File: src/rtl/fetch_unit_pkg.sv
`default_nettype none
// ============================================================================
// Module : fetch_unit_pkg
// Brief  : Shared types and constants for the instruction fetch stage.
// Rev    : 1.0  initial release
// ============================================================================
package fetch_unit_pkg;

    localparam logic [31:0] c_NOP_INSTR = 32'h0000_0013;

    typedef enum logic [1:0] {
        F_IDLE    = 2'd0,
        F_WAIT    = 2'd1,
        F_DISCARD = 2'd2,
        F_FAULT   = 2'd3
    } fetch_state_e;

    typedef struct packed {
        logic [31:0] instr;
        logic [31:0] pc;
        logic        fault;
    } fetch_entry_t;

    function automatic logic is_misaligned(input logic [31:0] addr);
        return addr[1:0] != 2'b00;
    endfunction

endpackage
`default_nettype wire

File: src/rtl/fetch_buffer.sv
`default_nettype none
// ============================================================================
// Module : fetch_buffer
// Brief  : Prefetch FIFO of {instr, pc, fault} with flush and registered head.
// Rev    : 1.0  initial release
// ============================================================================
module fetch_buffer
    import fetch_unit_pkg::*;
#(
    parameter int DEPTH = 2
) (
    input  logic                   clk,
    input  logic                   rst_n,
    input  logic                   push_i,
    input  fetch_entry_t           push_entry_i,
    input  logic                   pop_i,
    input  logic                   flush_i,
    output logic                   head_valid_o,
    output fetch_entry_t           head_o,
    output logic [$clog2(DEPTH):0] count_o
);

    localparam int c_AW = $clog2(DEPTH);
    localparam int c_CW = c_AW + 1;

    fetch_entry_t    mem_q [DEPTH];
    logic [c_AW-1:0] rd_ptr_q;
    logic [c_AW-1:0] wr_ptr_q;
    logic [c_CW-1:0] count_q;
    logic            w_pop;
    logic            w_push;

    assign w_pop  = pop_i & (count_q != '0);
    assign w_push = push_i & ((count_q != c_CW'(DEPTH)) | w_pop);

    always_ff @(posedge clk) begin
        if (!rst_n) begin
            rd_ptr_q <= '0;
            wr_ptr_q <= '0;
            count_q  <= '0;
        end else if (flush_i) begin
            // A flush may carry one new entry (the fault marker), landing in slot 0.
            rd_ptr_q <= '0;
            wr_ptr_q <= push_i ? c_AW'(1) : '0;
            count_q  <= push_i ? c_CW'(1) : '0;
        end else begin
            if (w_push) begin
                wr_ptr_q <= wr_ptr_q + c_AW'(1);
            end
            if (w_pop) begin
                rd_ptr_q <= rd_ptr_q + c_AW'(1);
            end
            count_q <= count_q + c_CW'(w_push) - c_CW'(w_pop);
        end
    end

    always_ff @(posedge clk) begin
        if (flush_i && push_i) begin
            mem_q[0] <= push_entry_i;
        end else if (w_push && !flush_i) begin
            mem_q[wr_ptr_q] <= push_entry_i;
        end
    end

    assign head_valid_o = (count_q != '0);
    assign head_o       = mem_q[rd_ptr_q];
    assign count_o      = count_q;

endmodule
`default_nettype wire

File: src/rtl/fetch_unit.sv
`default_nettype none
// ============================================================================
// Module : fetch_unit
// Brief  : Instruction fetch stage: PC, req/ack memory port, prefetch buffer.
// Rev    : 1.0  initial release
// ============================================================================
module fetch_unit
    import fetch_unit_pkg::*;
#(
    parameter logic [31:0] RESET_PC  = 32'h0000_0000,
    parameter int          BUF_DEPTH = 2
) (
    input  logic        clk,
    input  logic        rst_n,
    output logic        o_imem_req,
    output logic [31:0] o_imem_addr,
    input  logic        i_imem_ack,
    input  logic [31:0] i_imem_rdata,
    input  logic        i_redirect,
    input  logic [31:0] i_redirect_pc,
    input  logic        i_stall,
    output logic [31:0] o_instr,
    output logic [31:0] o_pc,
    output logic        o_valid,
    output logic        o_fetch_fault
);

    localparam int c_CW = $clog2(BUF_DEPTH) + 1;

    fetch_state_e    state_q, state_d;
    logic [31:0]     fetch_pc_q, fetch_pc_d;
    logic [31:0]     req_addr_q, req_addr_d;
    logic            pend_q, pend_d;

    logic            w_ack;
    logic            w_credit;
    logic            w_issue;
    logic            w_push;
    logic            w_pop;
    logic            w_flush;
    logic            w_head_valid;
    fetch_entry_t    w_push_entry;
    fetch_entry_t    w_head;
    logic [c_CW-1:0] w_count;

    // pend_q tracks the memory-side request independently of whether its data is wanted.
    assign w_ack    = i_imem_ack & pend_q;
    assign w_credit = (w_count + c_CW'(pend_q)) < c_CW'(BUF_DEPTH);
    assign w_issue  = rst_n & (state_q == F_IDLE) & ~pend_q & w_credit & ~i_redirect;

    assign o_imem_req  = pend_q | w_issue;
    assign o_imem_addr = pend_q ? req_addr_q : fetch_pc_q;

    assign w_pop   = w_head_valid & ~i_stall & ~i_redirect;
    assign w_flush = i_redirect;

    always_comb begin
        state_d      = state_q;
        fetch_pc_d   = fetch_pc_q;
        req_addr_d   = req_addr_q;
        pend_d       = pend_q;
        w_push       = 1'b0;
        w_push_entry = '{instr: i_imem_rdata, pc: fetch_pc_q, fault: 1'b0};

        if (w_ack) begin
            pend_d = 1'b0;
        end
        if (w_issue) begin
            pend_d     = 1'b1;
            req_addr_d = fetch_pc_q;
        end

        case (state_q)
            F_IDLE: begin
                if (w_issue) begin
                    state_d = F_WAIT;
                end
            end
            F_WAIT: begin
                if (w_ack) begin
                    w_push     = 1'b1;
                    fetch_pc_d = fetch_pc_q + 32'd4;
                    state_d    = F_IDLE;
                end
            end
            F_DISCARD: begin
                if (w_ack) begin
                    state_d = F_IDLE;
                end
            end
            default: begin
                state_d = F_FAULT;
            end
        endcase

        if (i_redirect) begin
            fetch_pc_d = i_redirect_pc;
            if (is_misaligned(i_redirect_pc)) begin
                w_push       = 1'b1;
                w_push_entry = '{instr: c_NOP_INSTR, pc: i_redirect_pc, fault: 1'b1};
                state_d      = F_FAULT;
            end else begin
                w_push  = 1'b0;
                state_d = (pend_q && !w_ack) ? F_DISCARD : F_IDLE;
            end
        end
    end

    always_ff @(posedge clk) begin
        if (!rst_n) begin
            state_q    <= F_IDLE;
            fetch_pc_q <= RESET_PC;
            req_addr_q <= RESET_PC;
            pend_q     <= 1'b0;
        end else begin
            state_q    <= state_d;
            fetch_pc_q <= fetch_pc_d;
            req_addr_q <= req_addr_d;
            pend_q     <= pend_d;
        end
    end

    fetch_buffer #(
        .DEPTH (BUF_DEPTH)
    ) u_buffer (
        .clk          (clk),
        .rst_n        (rst_n),
        .push_i       (w_push),
        .push_entry_i (w_push_entry),
        .pop_i        (w_pop),
        .flush_i      (w_flush),
        .head_valid_o (w_head_valid),
        .head_o       (w_head),
        .count_o      (w_count)
    );

    assign o_valid       = w_head_valid;
    assign o_instr       = w_head_valid ? w_head.instr : c_NOP_INSTR;
    assign o_pc          = w_head_valid ? w_head.pc : 32'h0;
    assign o_fetch_fault = w_head_valid & w_head.fault;

endmodule
`default_nettype wire

File: config.mk
export PLATFORM = sky130hd
export DESIGN_NAME = fetch_unit
export DESIGN_NICKNAME = d
export VERILOG_FILES = /design/src/rtl/fetch_unit_pkg.sv /design/src/rtl/fetch_buffer.sv /design/src/rtl/fetch_unit.sv
export SDC_FILE = /design/constraint.sdc
export NUM_CORES = 1
export LEC_CHECK = 0
export ABC_AREA = 1
export BUFFER_PORTS_ARGS = -buffer_cell sky130_fd_sc_hd__buf_2
export CORE_MARGIN = 2
export CORE_UTILIZATION = 40
export DETAILED_ROUTE_END_ITERATION = 16
export HOLD_SLACK_MARGIN = 0.15
export MAX_ROUTING_LAYER = met4
export PLACE_DENSITY = 0.6
export SYNTH_ARGS = -nofsm -noshare
export SYNTH_HDL_FRONTEND = slang
export SYNTH_SLANG_ARGS = --single-unit
File: constraint.sdc
create_clock -name clk -period 5.9 [get_ports clk]
set_clock_uncertainty 0.05 [all_clocks]
set_input_delay 0.59 -clock clk [delete_from_list [all_inputs] [get_ports clk]]
set_output_delay 0.59 -clock clk [all_outputs]
set_load 0.1 [all_outputs]
==> flow_metrics.env <==
export IMPL_fin_crit_ps=3680
export IMPL_multi_input_area_mm2=0.00338
export IMPL_endpoint="u_buffer.mem_q[1][57]$_DFFE_PP_"
export IMPL_powerDensity_mw_per_mm2=358
export IMPL_synth_seq_cells=202
export IMPL_max_cap_viol_count=0
export IMPL_syn_inst=1120
export IMPL_critPathArrivalTime_ps=3790
export IMPL_regArea_mm2=0.00535
export IMPL_r2r_cells=9
export IMPL_ant_nets=0
export IMPL_grtUsageTotal=0.208
export IMPL_hold_class="primary input to flip-flop"
export IMPL_worstPathRequired_ps=6010
export IMPL_yosys_warnings=0
export IMPL_drt_total_wl_um=25900
export IMPL_wire_per_inst_um=16.2
export IMPL_netSwitchingFraction=0.331
export IMPL_synthToLayoutAreaGrowth_pct=19.7
export IMPL_root_buffer="clkbuf_16"
export IMPL_postCtsSetupRepairBufs=0
export IMPL_dpl_worst_slack_ps=1720
export IMPL_grt_pass1_wl_um=39300
export IMPL_layout_commonest_cell="nand2_1"
export IMPL_cp_start_kind="primary input"
export IMPL_synth_cell_type_count=41
export IMPL_r2r_start="state_q[1]$_SDFFE_PN0P_"
export IMPL_dieArea_mm2=0.0249
export IMPL_cts_buffer_depth=3
export IMPL_path_class="primary input to flip-flop"
export IMPL_fin_nets=1339
export IMPL_reg2reg_to="u_buffer.mem_q[1][57]$_DFFE_PP_"
export IMPL_worstMarginPinSlew_ps=1180
export IMPL_finalSetupTns_ps=0
export IMPL_comb_power_share=0.221
export IMPL_rsz0062_at_grt="no"
export IMPL_ys_dominant_reg_cell="edfxtp_1"
export IMPL_viasPerCell=5.00
export IMPL_htree_levels=1
export IMPL_maxSlewViolCount=0
export IMPL_drive_above_1_share=0.191
export IMPL_antenna_found_initial=0
export IMPL_critical_path_max_fanout=39
export IMPL_port_buffers=167
export IMPL_fillers=2266
export IMPL_cts_tree="yes"
export IMPL_globalplace_congestion=0.933
export IMPL_avgSynthCellArea_um2=8.45
export IMPL_post_cts_resized=0
export IMPL_finalHoldViolCount=0
export IMPL_rows=56
export IMPL_async_reset_ff_frac=0
export IMPL_reg2reg_slack_ps=2670
export IMPL_numCtsBuffers=23
export IMPL_p_leak_nw=4.63
export IMPL_dp_hpwl_um=17200
export IMPL_status="completed"
export IMPL_clk_pin_slew_ps=60
export IMPL_startpoint="i_redirect"
export IMPL_clkPwrFrac=0.370
export IMPL_antenna_cells=0
export IMPL_clk_insertion_delay_late_ps=500
export IMPL_layout_common_cells="297 x nand2_1, 167 x buf_2, 136 x a21oi_1, 130 x edfxtp_1, 125 x inv_1"
export IMPL_initial_core_util=0.406
export IMPL_seq_area_frac_synth=0.565
export IMPL_drcViolationCount=0
export IMPL_utilization=0.486
export IMPL_setup_violations=0
export IMPL_p_sw_w=0.00134
export IMPL_die_y_um=158
export IMPL_coreArea_mm2=0.0233
export IMPL_grt_max_degree=67
export IMPL_synth_edf_count=130
export IMPL_p_seq_frac=0.410
export IMPL_period_share=0.624
export IMPL_netlist_area_mm2=0.00946
export IMPL_grt_pass1_vias=7312
export IMPL_end_kind="flip-flop"
export IMPL_grt_ovfl_total=0
export IMPL_cts_sink_count=202
export IMPL_layout_setup_ws_ps=2220
export IMPL_drt_iter0_markers=764
export IMPL_layoutNonFillerInstCount=1599
export IMPL_vdd_ir_drop_worst_uv=148
export IMPL_num_vias=7988
export IMPL_p_int_w=0.00271
export IMPL_syn_nets=1195
export IMPL_dp_cells=1558
export IMPL_max_freq_mhz=271
export IMPL_dr_pass1_iters=5
export IMPL_pin_count=168
export IMPL_ctsHoldBuffers=0
export IMPL_slew_headroom=0.214
export IMPL_dieWidth_um=158
==> cell families (layout without fill, tap and decap cells) <==
| logic type | after synthesis | after routing | share of synthesized area |
|---|---|---|---|
| adders and majority gates | 6 | 6 | 0.00793 |
| DFF | 202 | 202 | 0.565 |
| AOI/OAI and AO/OA | 264 | 264 | 0.146 |
| xor gates and xnor gates | 4 | 4 | 0.00450 |
| and+or+nand+nor | 451 | 451 | 0.198 |
| buffers and inverters | 193 | 353 | 0.0789 |
==> sequential cells by signal, summed over array words and instances, names as in the netlist, named ones only <==
name,flops
pend_q,1
u_buffer.count_o,2
u_buffer.mem_q,130
u_buffer.rd_ptr_q,1
req_addr_q,32
state_q,2
fetch_pc_q,32
u_buffer.wr_ptr_q,1
==> per-stage QoR <==
stage	hold WS (ps)	instance area, um2	total power (W)
after global routing	314	11300	0.00419
after floorplan	374	9460	0.00240
after global placement	383	10500	0.00257
after detailed placement	387	10500	0.00258
after CTS	298	11300	0.00407
final	310	11300	0.00405
==> layout make-up <==
class                   instances  share of cell area
multi-input cells             725               0.298
well taps                     319              0.0352
inverters                     135              0.0447
flip-flops and latches        202               0.472
clock inverters                10              0.0150
clock buffers                  31              0.0543
repair buffers                177              0.0804
==> power groups by stage <==
stage                     Combinational, W  Sequential [W]  Clock [W]
final                             0.000894         0.00166    0.00150
after global routing              0.000945         0.00167    0.00158
after CTS                         0.000896         0.00166    0.00152
after detailed placement          0.000894         0.00169          0
after global placement            0.000886         0.00169          0
after floorplan                   0.000723         0.00168          0
==> cell usage after synthesis, drive strengths merged, types with 15 or more instances <==
library cell    n  area, um2
clkbuf         43        164
edfxtp        130       3900
nand3          36        185
dfxtp          72       1440
inv           134        503
o21ai          91        455
nor2           99        443
o22ai          22        138
nand2         302       1150
a21oi         137        689
buf            15       76.3
==> worst max-delay path, cell delays in order <==
cell	delay (ps)
buf_2	590
inv_2	320
nand2_1	620
inv_2	260
nor3_2	280
inv_1	120
nor2_4	490
buf_4	470
==> how the worst min path moves through the flow <==
stage / from / to / slack (ps) / cells after the start
floorplan: req_addr_q[18]$_SDFFE_PN0P_ / req_addr_q[18]$_SDFFE_PN0P_ / 370 / 2
global placement: req_addr_q[23]$_SDFFE_PN0P_ / req_addr_q[23]$_SDFFE_PN0P_ / 380 / 2
detailed placement: req_addr_q[10]$_SDFFE_PN0P_ / req_addr_q[10]$_SDFFE_PN0P_ / 390 / 2
CTS: i_redirect_pc[9] / fetch_pc_q[9]$_SDFFE_PN0P_ / 300 / 3
global route: i_imem_rdata[1] / u_buffer.mem_q[0][34]$_DFFE_PP_ / 310 / 2
finish: i_redirect_pc[9] / fetch_pc_q[9]$_SDFFE_PN0P_ / 310 / 3
==> layer usage <==
metal,vias to the layer above,wire length (um),share of wire,GRT usage
met1,3697,12100,0.47,0.295
li1,3983,-,-,-
met3,41,1620,0.063,0.0246
met4,0,561,0.022,0.0567
met5,-,0,0,-
met2,267,11600,0.45,0.315
Note: power is estimated with default switching activity, not from simulation.
